File: src/rtl/image_conv_pkg.sv
// ============================================================================
// Module : image_conv_pkg
// Brief  : Shared types and defaults for the image data converter datapath.
// Rev    : 1.0
// ============================================================================
`default_nettype none

package image_conv_pkg;

   localparam int DATA_WIDTH_RAW_DEF = 16;

   typedef enum logic [1:0] {
      WAIT_SOF = 2'd0,
      EMPTY    = 2'd1,
      HALF     = 2'd2
   } pack_state_e;

endpackage

`default_nettype wire

File: src/rtl/sat_counter.sv
// ============================================================================
// Module : sat_counter
// Brief  : Status counter that sticks at all-ones; cleared only by reset.
// Rev    : 1.0
// ============================================================================
`default_nettype none

module sat_counter #(
   parameter int CNT_WIDTH = 16
) (
   input  logic                 aclk,
   input  logic                 aresetn,
   input  logic                 inc,
   output logic [CNT_WIDTH-1:0] count
);

   localparam logic [CNT_WIDTH-1:0] C_ONE = {{(CNT_WIDTH-1){1'b0}}, 1'b1};

   logic [CNT_WIDTH-1:0] count_q;
   logic [CNT_WIDTH-1:0] count_d;

   always_comb begin
      count_d = count_q;
      if (inc && (count_q != '1)) begin
         count_d = count_q + C_ONE;
      end
   end

   always_ff @(posedge aclk or negedge aresetn) begin
      if (!aresetn) begin
         count_q <= '0;
      end else begin
         count_q <= count_d;
      end
   end

   assign count = count_q;

endmodule

`default_nettype wire

File: src/rtl/raw_pair_packer.sv
// ============================================================================
// Module : raw_pair_packer
// Brief  : Pairs consecutive camera words into (first, second) tuples with
//          frame alignment, odd-line flushing and SOF resynchronisation.
// Rev    : 1.0
// ============================================================================
`default_nettype none

module raw_pair_packer
   import image_conv_pkg::*;
#(
   parameter int DATA_WIDTH_RAW = DATA_WIDTH_RAW_DEF,
   parameter int CNT_WIDTH      = 16
) (
   input  logic                      aclk,
   input  logic                      aresetn,
   input  logic                      enable,
   input  logic [DATA_WIDTH_RAW-1:0] s_axis_tdata,
   input  logic                      s_axis_tvalid,
   output logic                      s_axis_tready,
   input  logic                      s_axis_tuser,
   input  logic                      s_axis_tlast,
   output logic                      pair_valid,
   input  logic                      pair_ready,
   output logic [DATA_WIDTH_RAW-1:0] DATA_OUT1,
   output logic [DATA_WIDTH_RAW-1:0] DATA_OUT2,
   output logic                      pair_sof,
   output logic                      pair_eol,
   output logic [CNT_WIDTH-1:0]      resync_cnt,
   output logic [CNT_WIDTH-1:0]      odd_line_cnt
);

   pack_state_e               state_q, state_d;
   logic [DATA_WIDTH_RAW-1:0] held_q, held_d;
   logic                      held_sof_q, held_sof_d;
   logic                      pair_valid_q, pair_valid_d;
   logic [DATA_WIDTH_RAW-1:0] data1_q, data1_d;
   logic [DATA_WIDTH_RAW-1:0] data2_q, data2_d;
   logic                      sof_q, sof_d;
   logic                      eol_q, eol_d;

   logic                      accept;
   logic                      load;
   logic [DATA_WIDTH_RAW-1:0] load_d1, load_d2;
   logic                      load_sof, load_eol;
   logic                      resync_inc, odd_inc;

   // Gated by reset so the slave port never advertises readiness during reset.
   assign s_axis_tready = aresetn & (~pair_valid_q | pair_ready);
   assign accept        = s_axis_tvalid & s_axis_tready;

   always_comb begin
      state_d    = state_q;
      held_d     = held_q;
      held_sof_d = held_sof_q;
      load       = 1'b0;
      load_d1    = '0;
      load_d2    = '0;
      load_sof   = 1'b0;
      load_eol   = 1'b0;
      resync_inc = 1'b0;
      odd_inc    = 1'b0;

      case (state_q)
         WAIT_SOF: begin
            if (accept && enable && s_axis_tuser) begin
               if (s_axis_tlast) begin
                  load     = 1'b1;
                  load_d1  = s_axis_tdata;
                  load_sof = 1'b1;
                  load_eol = 1'b1;
                  odd_inc  = 1'b1;
                  state_d  = EMPTY;
               end else begin
                  held_d     = s_axis_tdata;
                  held_sof_d = 1'b1;
                  state_d    = HALF;
               end
            end
         end

         EMPTY: begin
            if (!enable) begin
               state_d = WAIT_SOF;
            end else if (accept) begin
               if (s_axis_tlast) begin
                  load     = 1'b1;
                  load_d1  = s_axis_tdata;
                  load_sof = s_axis_tuser;
                  load_eol = 1'b1;
                  odd_inc  = 1'b1;
               end else begin
                  held_d     = s_axis_tdata;
                  held_sof_d = s_axis_tuser;
                  state_d    = HALF;
               end
            end
         end

         HALF: begin
            if (!enable) begin
               held_d     = '0;
               held_sof_d = 1'b0;
               state_d    = WAIT_SOF;
            end else if (accept) begin
               if (s_axis_tuser) begin
                  // A new frame started mid-pair: the held word is stale.
                  resync_inc = 1'b1;
                  if (s_axis_tlast) begin
                     load       = 1'b1;
                     load_d1    = s_axis_tdata;
                     load_sof   = 1'b1;
                     load_eol   = 1'b1;
                     odd_inc    = 1'b1;
                     held_d     = '0;
                     held_sof_d = 1'b0;
                     state_d    = EMPTY;
                  end else begin
                     held_d     = s_axis_tdata;
                     held_sof_d = 1'b1;
                  end
               end else begin
                  load       = 1'b1;
                  load_d1    = held_q;
                  load_d2    = s_axis_tdata;
                  load_sof   = held_sof_q;
                  load_eol   = s_axis_tlast;
                  held_d     = '0;
                  held_sof_d = 1'b0;
                  state_d    = EMPTY;
               end
            end
         end

         default: begin
            state_d = WAIT_SOF;
         end
      endcase
   end

   always_comb begin
      pair_valid_d = load | (pair_valid_q & ~pair_ready);
      data1_d      = data1_q;
      data2_d      = data2_q;
      sof_d        = sof_q;
      eol_d        = eol_q;
      if (load) begin
         data1_d = load_d1;
         data2_d = load_d2;
         sof_d   = load_sof;
         eol_d   = load_eol;
      end
   end

   always_ff @(posedge aclk or negedge aresetn) begin
      if (!aresetn) begin
         state_q      <= WAIT_SOF;
         held_q       <= '0;
         held_sof_q   <= 1'b0;
         pair_valid_q <= 1'b0;
         data1_q      <= '0;
         data2_q      <= '0;
         sof_q        <= 1'b0;
         eol_q        <= 1'b0;
      end else begin
         state_q      <= state_d;
         held_q       <= held_d;
         held_sof_q   <= held_sof_d;
         pair_valid_q <= pair_valid_d;
         data1_q      <= data1_d;
         data2_q      <= data2_d;
         sof_q        <= sof_d;
         eol_q        <= eol_d;
      end
   end

   sat_counter #(
      .CNT_WIDTH (CNT_WIDTH)
   ) u_resync_cnt (
      .aclk    (aclk),
      .aresetn (aresetn),
      .inc     (resync_inc),
      .count   (resync_cnt)
   );

   sat_counter #(
      .CNT_WIDTH (CNT_WIDTH)
   ) u_odd_line_cnt (
      .aclk    (aclk),
      .aresetn (aresetn),
      .inc     (odd_inc),
      .count   (odd_line_cnt)
   );

   assign pair_valid = pair_valid_q;
   assign DATA_OUT1  = data1_q;
   assign DATA_OUT2  = data2_q;
   assign pair_sof   = sof_q;
   assign pair_eol   = eol_q;

endmodule

`default_nettype wire

File: config.mk
export PLATFORM = sky130hd
export DESIGN_NAME = raw_pair_packer
export DESIGN_NICKNAME = d
export VERILOG_FILES = /design/src/rtl/image_conv_pkg.sv /design/src/rtl/sat_counter.sv /design/src/rtl/raw_pair_packer.sv
export SDC_FILE = /design/constraint.sdc
export NUM_CORES = 1
export LEC_CHECK = 0
export BUFFER_PORTS_ARGS = -buffer_cell sky130_fd_sc_hd__buf_2
export CAP_MARGIN = 25
export CELL_PAD_IN_SITES_DETAIL_PLACEMENT = 0
export CELL_PAD_IN_SITES_GLOBAL_PLACEMENT = 1
export CORE_ASPECT_RATIO = 0.6
export CORE_MARGIN = 5
export CORE_UTILIZATION = 30
export CTS_BUF_LIST = sky130_fd_sc_hd__clkbuf_8
export DETAILED_ROUTE_END_ITERATION = 7
export GPL_TIMING_DRIVEN = 0
export PLACE_DENSITY_LB_ADDON = 0.1
export SLEW_MARGIN = 30
export SYNTH_ARGS = -nofsm -noshare
export SYNTH_HDL_FRONTEND = slang
export SYNTH_SLANG_ARGS = --single-unit
File: constraint.sdc
create_clock -name aclk -period 6.5 [get_ports aclk]
set_input_delay 0.975 -clock aclk [delete_from_list [all_inputs] [get_ports aclk]]
set_output_delay 0.975 -clock aclk [all_outputs]
set_load 0.01 [all_outputs]
; After elaboration in Yosys (flattened, before gate mapping)
; Index checks and enable logic that the tools add are counted.
[word_totals]
ff_bits = 86
inputBits = 23
out_inout_bits = 68
[op_classes]
add_sub_neg = 2
eq_ne = 13
n_mux = 68
n_bitwise = 7
n_reduce_logical = 9
[ops]
columns = operator, count
row1 = two-way mux 16 bit, 19
row2 = one-hot mux 16 bit (3 select lines), 2
row3 = adder 16 x 1 -> 16 bit (second input constant), 2
row4 = two-way mux 1 bit, 32
row5 = != test 16 bit (second input constant), 2
row6 = two-way mux 2 bit, 9
row7 = one-hot mux 1 bit (3 select lines), 5
row8 = != test 2 bit (second input constant), 5
row9 = AND reduction 5 bit, 2
row10 = != test 3 bit (second input constant), 3
row11 = AND reduction 7 bit, 1
row12 = one-hot mux 2 bit (3 select lines), 1
row13 = logical AND 1 bit, 4
row14 = != test 4 bit (second input constant), 1
row15 = bitwise AND 1 bit, 3
row16 = nonzero test 3 bit, 1
row17 = equality test 2 x 1 -> 1 bit (second input constant), 1
row18 = equality test 2 bit (second input constant), 1
row19 = zero test 2 bit, 1
row20 = inverter 1 bit, 2
row21 = OR 1 bit, 2

; Logic depth before layout (Yosys ltp)
; Gate-level depths: netlist of run 1.
[logic_depth]
depth_word = 9
depth_mapped = 10
ltp_nobuf = 6

; Cells and area by module
; From an unflattened synthesis of run 1, not the netlist that was laid out.
[unflattened]
hier_cells = 417
area_unflattened_um2 = 4538.1
[modules_own_cells]
columns = module, instances, cells_per_inst, area_each_um2, seq_area_each_um2
row1 = raw_pair_packer, 1, 276, 2927.8, 1351.3
row2 = sat_counter at u_odd_line_cnt, 1, 72, 807.0, 400.4
row3 = sat_counter at u_resync_cnt, 1, 69, 803.3, 400.4

; Worst setup path after synthesis of run 1
; No wires, ideal clock.
[synth_path]
kind = input -> register
from = input s_axis_tuser
to = register held_q[10]
arrival_ns = 2.373
required_time_ns = 6.421
path_slack_ns = 4.047
stages = 6
n_path_buf = 2
path_cell_list = buf_4 nand2_1 or3_4 a221oi_4 buf_8 mux2i_1
[synth_between]
elab_chain_len = 4
word_cells_on_any_way = 7
classes_between = 1 x eq/ne / 4 x mux / 2 x reduce/logical
[synth_lines]
columns = item, line
row1 = from (decl), raw_pair_packer.sv:21  ; input logic s_axis_tuser,
row2 = two-way mux 16 bit, raw_pair_packer.sv:106  ; if (s_axis_tuser) begin
row3 = two-way mux 16 bit, raw_pair_packer.sv:105  ; end else if (accept) begin
row4 = two-way mux 16 bit, raw_pair_packer.sv:101  ; if (!enable) begin
row5 = one-hot mux 16 bit (3 select lines), raw_pair_packer.sv:64  ; case (state_q)
row6 = to (signal assigned), raw_pair_packer.sv:167  ; held_q <= held_d;
row7 = to (decl), raw_pair_packer.sv:34  ; logic [DATA_WIDTH_RAW-1:0] held_q, held_d;
; Several ways; a longest one is shown, not always the timed one. The select of a mux whose other input is x is not followed.
; A chain may end at the register's enable or synchronous reset.

; Worst setup path in the final report of run 1
[layout_path]
from = input aresetn
to = register data1_q[13] (netlist: DATA_OUT1[13])
[layout_between]
elab_chain_len = 6
word_cells_on_any_way = 16
classes_between = 12 x mux / 2 x bitwise / 2 x reduce/logical
[layout_lines]
columns = item, line
row1 = from (decl), raw_pair_packer.sv:16  ; input logic aresetn,
row2 = bitwise AND 1 bit (*), raw_pair_packer.sv:49  ; assign s_axis_tready = aresetn & (~pair_valid_q | pair_ready);
row3 = bitwise AND 1 bit (*), raw_pair_packer.sv:50  ; assign accept = s_axis_tvalid & s_axis_tready;
row4 = logical AND 1 bit (2 in a row), raw_pair_packer.sv:66  ; if (accept && enable && s_axis_tuser) begin
row5 = two-way mux 16 bit or two-way mux 1 bit (tied branches), raw_pair_packer.sv:66
row6 = one-hot mux 16 bit (3 select lines) or one-hot mux 1 bit (3 select lines) (tied branches), raw_pair_packer.sv:64
row7 = to (signal assigned), raw_pair_packer.sv:170  ; data1_q <= data1_d;
row8 = to (decl), raw_pair_packer.sv:37  ; logic [DATA_WIDTH_RAW-1:0] data1_q, data1_d;
; Mark *: on every way between the ends. The rest lies on a longest branch, timed or not.

==> metrics, run 1 <==
status finished, final reports clean; post-CTS setup buffers 0; unrepaired setup endpoints after global routing no; clock buffer depth 2; dpl cells 698; first-pass GRT wire length approximately 20000 um; layout cells sized above 1 31.6%; synthesized area 4490 um^2; # DRC 0; non-filler cells, final 714; Routed Antenna Nets 0; syn_nets 439; Hold Crit Class flip-flop to flip-flop; via/cell ratio 4.74; dominant synthesized flop cell dfrtp_1; Tot GR Track Use 14.2%; Clock Skew roughly 0.018 ns; CP Max Fanout 48; nature of the critical path endpoint flip-flop; Placer Congestion ~0.76; Synth Area in Adders 1.67%; Slew @ Worst Pin 0.839 ns; Detailed Route WL 11900 um; portion of netlist area occupied by mux cells 14.1%; Syn Area/Cell between 10 and 15 um^2; Max VDD drop 0.135 mV; Final setup viols 0; root buffer cell clkbuf_8; largest cells by area after synthesis dfrtp_1 48%, mux2i_1 7.1%, mux2_2 6.3%; leakage 2.71 nW; Synth top area share 47.9%; hold buffer count at cts 0; largest net degree at the start of global routing a little under 50; simple-gate share of the synthesized area 14.2%; Filler Cells Inserted between 1500 and 2000; Synth warnings 0; max frequency 0.320 GHz; Initial Util 30.8%; min cycle time layout roughly 3.1 ns; Clock transition at path regs about 0.10 ns; PortBufs around 90; Multi-input gate area 2060 um^2; DR WL/cell ~17 um; Die ar. approximately 18000 um^2; htree depth 3; post-CTS sizing 0; sequential cell area 2150 um^2; Yosys reg bits 86; max-cap violation count 0; area leader, netlist dfrtp_1; WP data arrival ~3.4 ns; via count of the first global-routing pass 3572; Detail Placement HPWL 8860 um; delay-heaviest family, CP buffers and inverters; Clock Latency Late Sink 0.37 ns; Num CTS Buffers 9; Ports 91; via count 3382; kind of critical path primary input to flip-flop; post-synthesis compound-gate area fraction 11.0%; Post-synth EDFFs 0; drt first pass iters 4; Layout area overhead 21.0%; unique cell type count in the Yosys netlist 52; cell with the most instances after synthesis dfrtp_1; Ant. Diodes 0; antenna violations before repair 0; GR Overflow Total 0; die extent in y approximately 100 um; net count reported at finish between 500 and 600; slowest stage delay, CP 0.56 ns; Syn Inst Count 410; Die X approximately 170 um; Sink Count 86; Seq/Total Area, Yosys a little under half; Synth Area in XOR/XNOR 4.87%; PwrDens between 300 and 400 nW/um^2; Final Cycle Share 48.0%; crit path buf inv count 3; Worst Path Required 6.76 ns; share of flip-flops with an asynchronous set or reset 100%; fin. max-slew vios 0; startpoint types primary input; Iter 0 DRT Violations 140; CTS tree done; crit-path cells buf_6 > buf_16 > and2_1 > nand3_1 > nor3_2 > buf_2 > mux2_2; largest family of logic cells by synthesized area simple AND/OR/NAND/NOR gates; FP Rows 34; synth cell count leaders 86 x dfrtp_1, 53 x nand2_1, 39 x inv_1; Final Hold Fails 0; Max-slew headroom 43.5%; setup TNS 0 ns; Slowest-stage cell, CP nor3_2; core area 14600 um^2
[report_power, final]
part           switching, W  internal (W)
sequential        0.0000865      0.000665
combinational      0.000306      0.000249
clock              0.000223      0.000188
total              0.000616       0.00110
[cell usage in the layout (no fill, tap or decap), types with 5 or more instances in the layout]
cell / count
a211oi_1: 9
a21oi_1: 7
a22o_1: 16
and3_1: 6
buf_2: 94
buf_4: 6
clkbuf_1: 5
clkbuf_8: 9
dfrtp_1: 86
ha_1: 6
inv_1: 39
mux2_2: 25
mux2i_1: 32
nand2_1: 53
nand3_1: 14
nand4_1: 8
nor3_1: 5
nor4_1: 7
xnor2_1: 5
xor2_1: 20
[layout make-up]
cell class / count / share of cell area, %
Multi-Input combinational cell: 265 / 38.0
Buffer: 20 / 2.42
Inverter: 39 / 2.69
Timing Repair Buffer: 90 / 8.81
Sequential cell: 86 / 39.6
Tap cell: 198 / 4.56
Clock buffer: 9 / 2.28
Clock inverter: 7 / 1.70
[path summary, 6_finish.rpt]
| path | startpoint | cells past startpoint | slack [ns] | end |
|---|---|---|---|---|
| max | aresetn | 7 | 3.38 | DATA_OUT1[13] |
| min | pair_eol | 1 | 0.49 | pair_eol |
| max reg2reg | state_q[1] | 8 | 4.00 | DATA_OUT1[13] |
| min reg2reg | pair_eol | 1 | 0.49 | pair_eol |
| max in group asynchronous | aresetn | 2 | 5.39 | pair_valid |
| min in group asynchronous | aresetn | 1 | 0.51 | u_odd_line_cnt.count[11] |
[registers in the layout, summed over array words and instances (netlist names)]
signal and count:
DATA_OUT1 16, DATA_OUT2 16, held_q 16, u_odd_line_cnt.count 16
u_resync_cnt.count 16, state_q 2, held_sof_q 1, pair_eol 1
pair_sof 1, pair_valid 1
[logic make-up after synthesis]
kind of cell | after synthesis
flops | 86
simple gates | 121
mux | 60
buf+inv | 59
xor+xnor | 25
compound gates | 53
fa+ha+maj | 6
[routing by layer]
layer	vias up	wire [um]	track usage [%]
li1	1637	-	-
met1	1663	6380	21.2
met2	72	4770	20.2
met3	10	648	4.34
met4	0	136	3.07
met5	-	0	0
[metrics by stage]
stage	instance area [um^2]	hold slack (ns)	utilization (%)	power [W]	setup WS (ns)
6_report	5440	0.487	37.3	0.00172	3.38
5_1_grt	5440	0.506	37.3	0.00185	3.10
4_1_cts	5440	0.494	37.3	0.00175	3.31
3_5_place_dp	5220	0.471	35.8	0.00133	2.92
3_3_place_gp	5190	0.466	35.5	0.00130	1.60
2_1_floorplan	4490	0.477	-	0.00112	4.05
No activity file was read; power rests on OpenSTA's default activity.
==> run 2: changes to the inputs <==
Settings changed: ABC_AREA set to 1.
Clock period 6.5 ns to 3.2 ns, I/O delays scaled along.
==> metrics, run 2 <==
status finished, final reports clean; DR WL/cell 16.0 um; Final Hold Fails 0; drt first pass iters 5; Syn Inst Count 670; synthesized area 4900 um^2; Num CTS Buffers 9; PwrDens 633 nW/um^2; core area 16100 um^2; Tot Pwr 0.00371 W; layout cells sized above 1 18.6%; largest net degree at the start of global routing 61; post-CTS sizing 0; Hold Crit Class primary input to flip-flop; Worst Path Required 3.45 ns; fin. max-slew vios 0; startpoint types primary input; net count reported at finish 802; sequential cell area 2150 um^2; cell with the most instances after synthesis nand2_1; CP Max Fanout 60; # DRC 0; Ports 91; WP data arrival 2.89 ns; Slowest-stage cell, CP dlygate4sd3_1; Synth warnings 0; Final setup viols 0; design area 5860 um^2; Filler Cells Inserted ~1700; syn_nets between 600 and 700; leakage 3.04 nW; CTS tree done; first-pass GRT wire length 25300 um; Max-slew headroom 57.8%; max frequency 0.379 GHz; largest cells by area after synthesis dfrtp_1 44%, nand2_1 21%, o21ai_0 5.2%; FF-to-FF End held_q[12]; Clock Skew 0.0126 ns; length in cells of the worst reg-to-reg path 9; Max VDD drop 0.291 mV; via/cell ratio 4.77; commonest non-fill, non-tap cell in the layout nand2_1; max-cap violation count 0; root buffer cell clkbuf_8; Multi-input gate area 2380 um^2; setup TNS 0 ns; clock buffer depth 2; dpl cell area 5640 um^2; Routed Antenna Nets 0; die extent in y 109 um; Placer Congestion 0.855; Hold Path Stages 3; Yosys reg bits 86; FP Rows 36; min cycle time layout approximately 2.6 ns; Initial Util 30.4%; crit-path cells dlygate4sd3_1 > buf_6 > buf_16 > nand3_4 > nor2_4 > o21ai_2 > clkbuf_1 > o21ai_0 > nand2_1; Sink Count 86; Ant. Diodes 0; Place WS 0.684 ns; via count 4704; Hold Crit Start s_axis_tdata[11]; area leader, netlist dfrtp_1; synth cell count leaders 271 x nand2_1, 86 x dfrtp_1, 54 x inv_1; dominant synthesized flop cell dfrtp_1; Final Cycle Share between 80 and 90%; nature of the critical path endpoint flip-flop; unique cell type count in the Yosys netlist 31; share of flip-flops with an asynchronous set or reset 100%; Slew @ Worst Pin 0.632 ns; Detail Placement HPWL approximately 12000 um; commonest cells after routing, fill and taps aside 271 x nand2_1, 100 x buf_2, 86 x dfrtp_1, 56 x inv_1, 51 x o21ai_0; htree depth 3; Reg2Reg Setup Slack around 1.0 ns; antenna violations before repair 0; Die X 175 um; Clock transition at path regs 0.09 ns; Iter 0 DRT Violations 366; Clock Latency Late Sink 0.36 ns; Post-synth EDFFs 0; via count of the first global-routing pass 4470; slowest stage delay, CP roughly 0.54 ns; slack of the critical path 0.560 ns; PortBufs 90; Detailed Route WL 15800 um; worst r2r src state_q[0]; Hold EP DATA_OUT2[11]; Synth top area share 43.9%; Tot GR Track Use 17.0%; unrepaired setup endpoints after global routing no; Die ar. 19100 um^2; Hold Worst Slack around 0.39 ns; GR Overflow Total 0; Layout area overhead 19.5%; kind of critical path primary input to flip-flop; Syn Area/Cell 7.31 um^2; Seq/Total Area, Yosys 43.9%
## run 2: changes by cell type after synthesis, moves of 15 or more
cell       delta
nor2_1       +44
inv_1        +15
a22o_1       -16
mux2_2       -25
o21ai_0      +49
nand2_1     +218
o21ai_1      +16
o2111ai_1    +16
nand4_1      +15
mux2i_1      -32
## run 2: stage by stage
| stage | util, % | cells |
|---|---|---|
| global placement | 34.8 | 969 |
| CTS | 36.3 | 987 |
| finish | 36.3 | 987 |
| floorplan | - | 670 |
| detailed placement | 35.0 | 970 |
| global route | 36.3 | 987 |
## run 2: worst max-delay path, delay by kind of cell
| kind | cells | cell delay [ns] |
|---|---|---|
| buf+inv | 4 | 1.44 |
| simple gates | 3 | 0.49 |
| compound gates | 2 | 0.44 |
## run 2: routing by layer
layer	vias up	global-route usage, %	part of all wire [%]
met1	2259	26.0	52
met4	0	3.03	0.72
met2	79	25.2	43
met3	10	3.29	4.0
li1	2356	-	-
met5	-	0	0
## run 2: timing repair
action,CTS,global route
endpoints found under the hold margin,28,0
endpoints found under the setup margin,0,0
hold buffers,1,0
setup buffers,0,0
## run 2: area by class of cell
class | count | area share (%)
Tap cell | 209 | 4.47
Clock inverter | 5 | 0.855
Timing Repair Buffer | 92 | 8.44
Buffer | 28 | 2.48
Clock buffer | 11 | 2.59
Sequential cell | 86 | 36.8
Inverter | 59 | 3.78
Multi-Input combinational cell | 497 | 40.6
## run 2: kinds of logic (layout without fill, tap and decap cells)
logic type      after synthesis  in the layout  synth area share, %
compound gates               90             90                 10.7
xor+xnor                     17             17                 3.04
fa+ha+maj                     6              6                 1.53
buf+inv                      87            195                 7.48
flops                        86             86                 43.9
simple gates                384            384                 33.3
## run 2: worst max path at each step
stage	startpoint	endpoint	slack [ns]	depth (start not counted)
CTS	aresetn	held_q[12]	0.53	11
global placement	aresetn	u_resync_cnt.count[5]	-0.53	8
floorplan	state_q[0]	held_q[10]	1.62	9
finish	aresetn	held_q[12]	0.56	9
global route	aresetn	held_q[10]	0.29	11
detailed placement	aresetn	held_q[12]	0.68	10
## run 2: power breakdown
| group | switching, W | total (W) | internal [W] |
|---|---|---|---|
| logic | 0.000858 | 0.00130 | 0.000444 |
| clock network | 0.000409 | 0.000806 | 0.000398 |
| registers | 0.000223 | 0.00160 | 0.00138 |
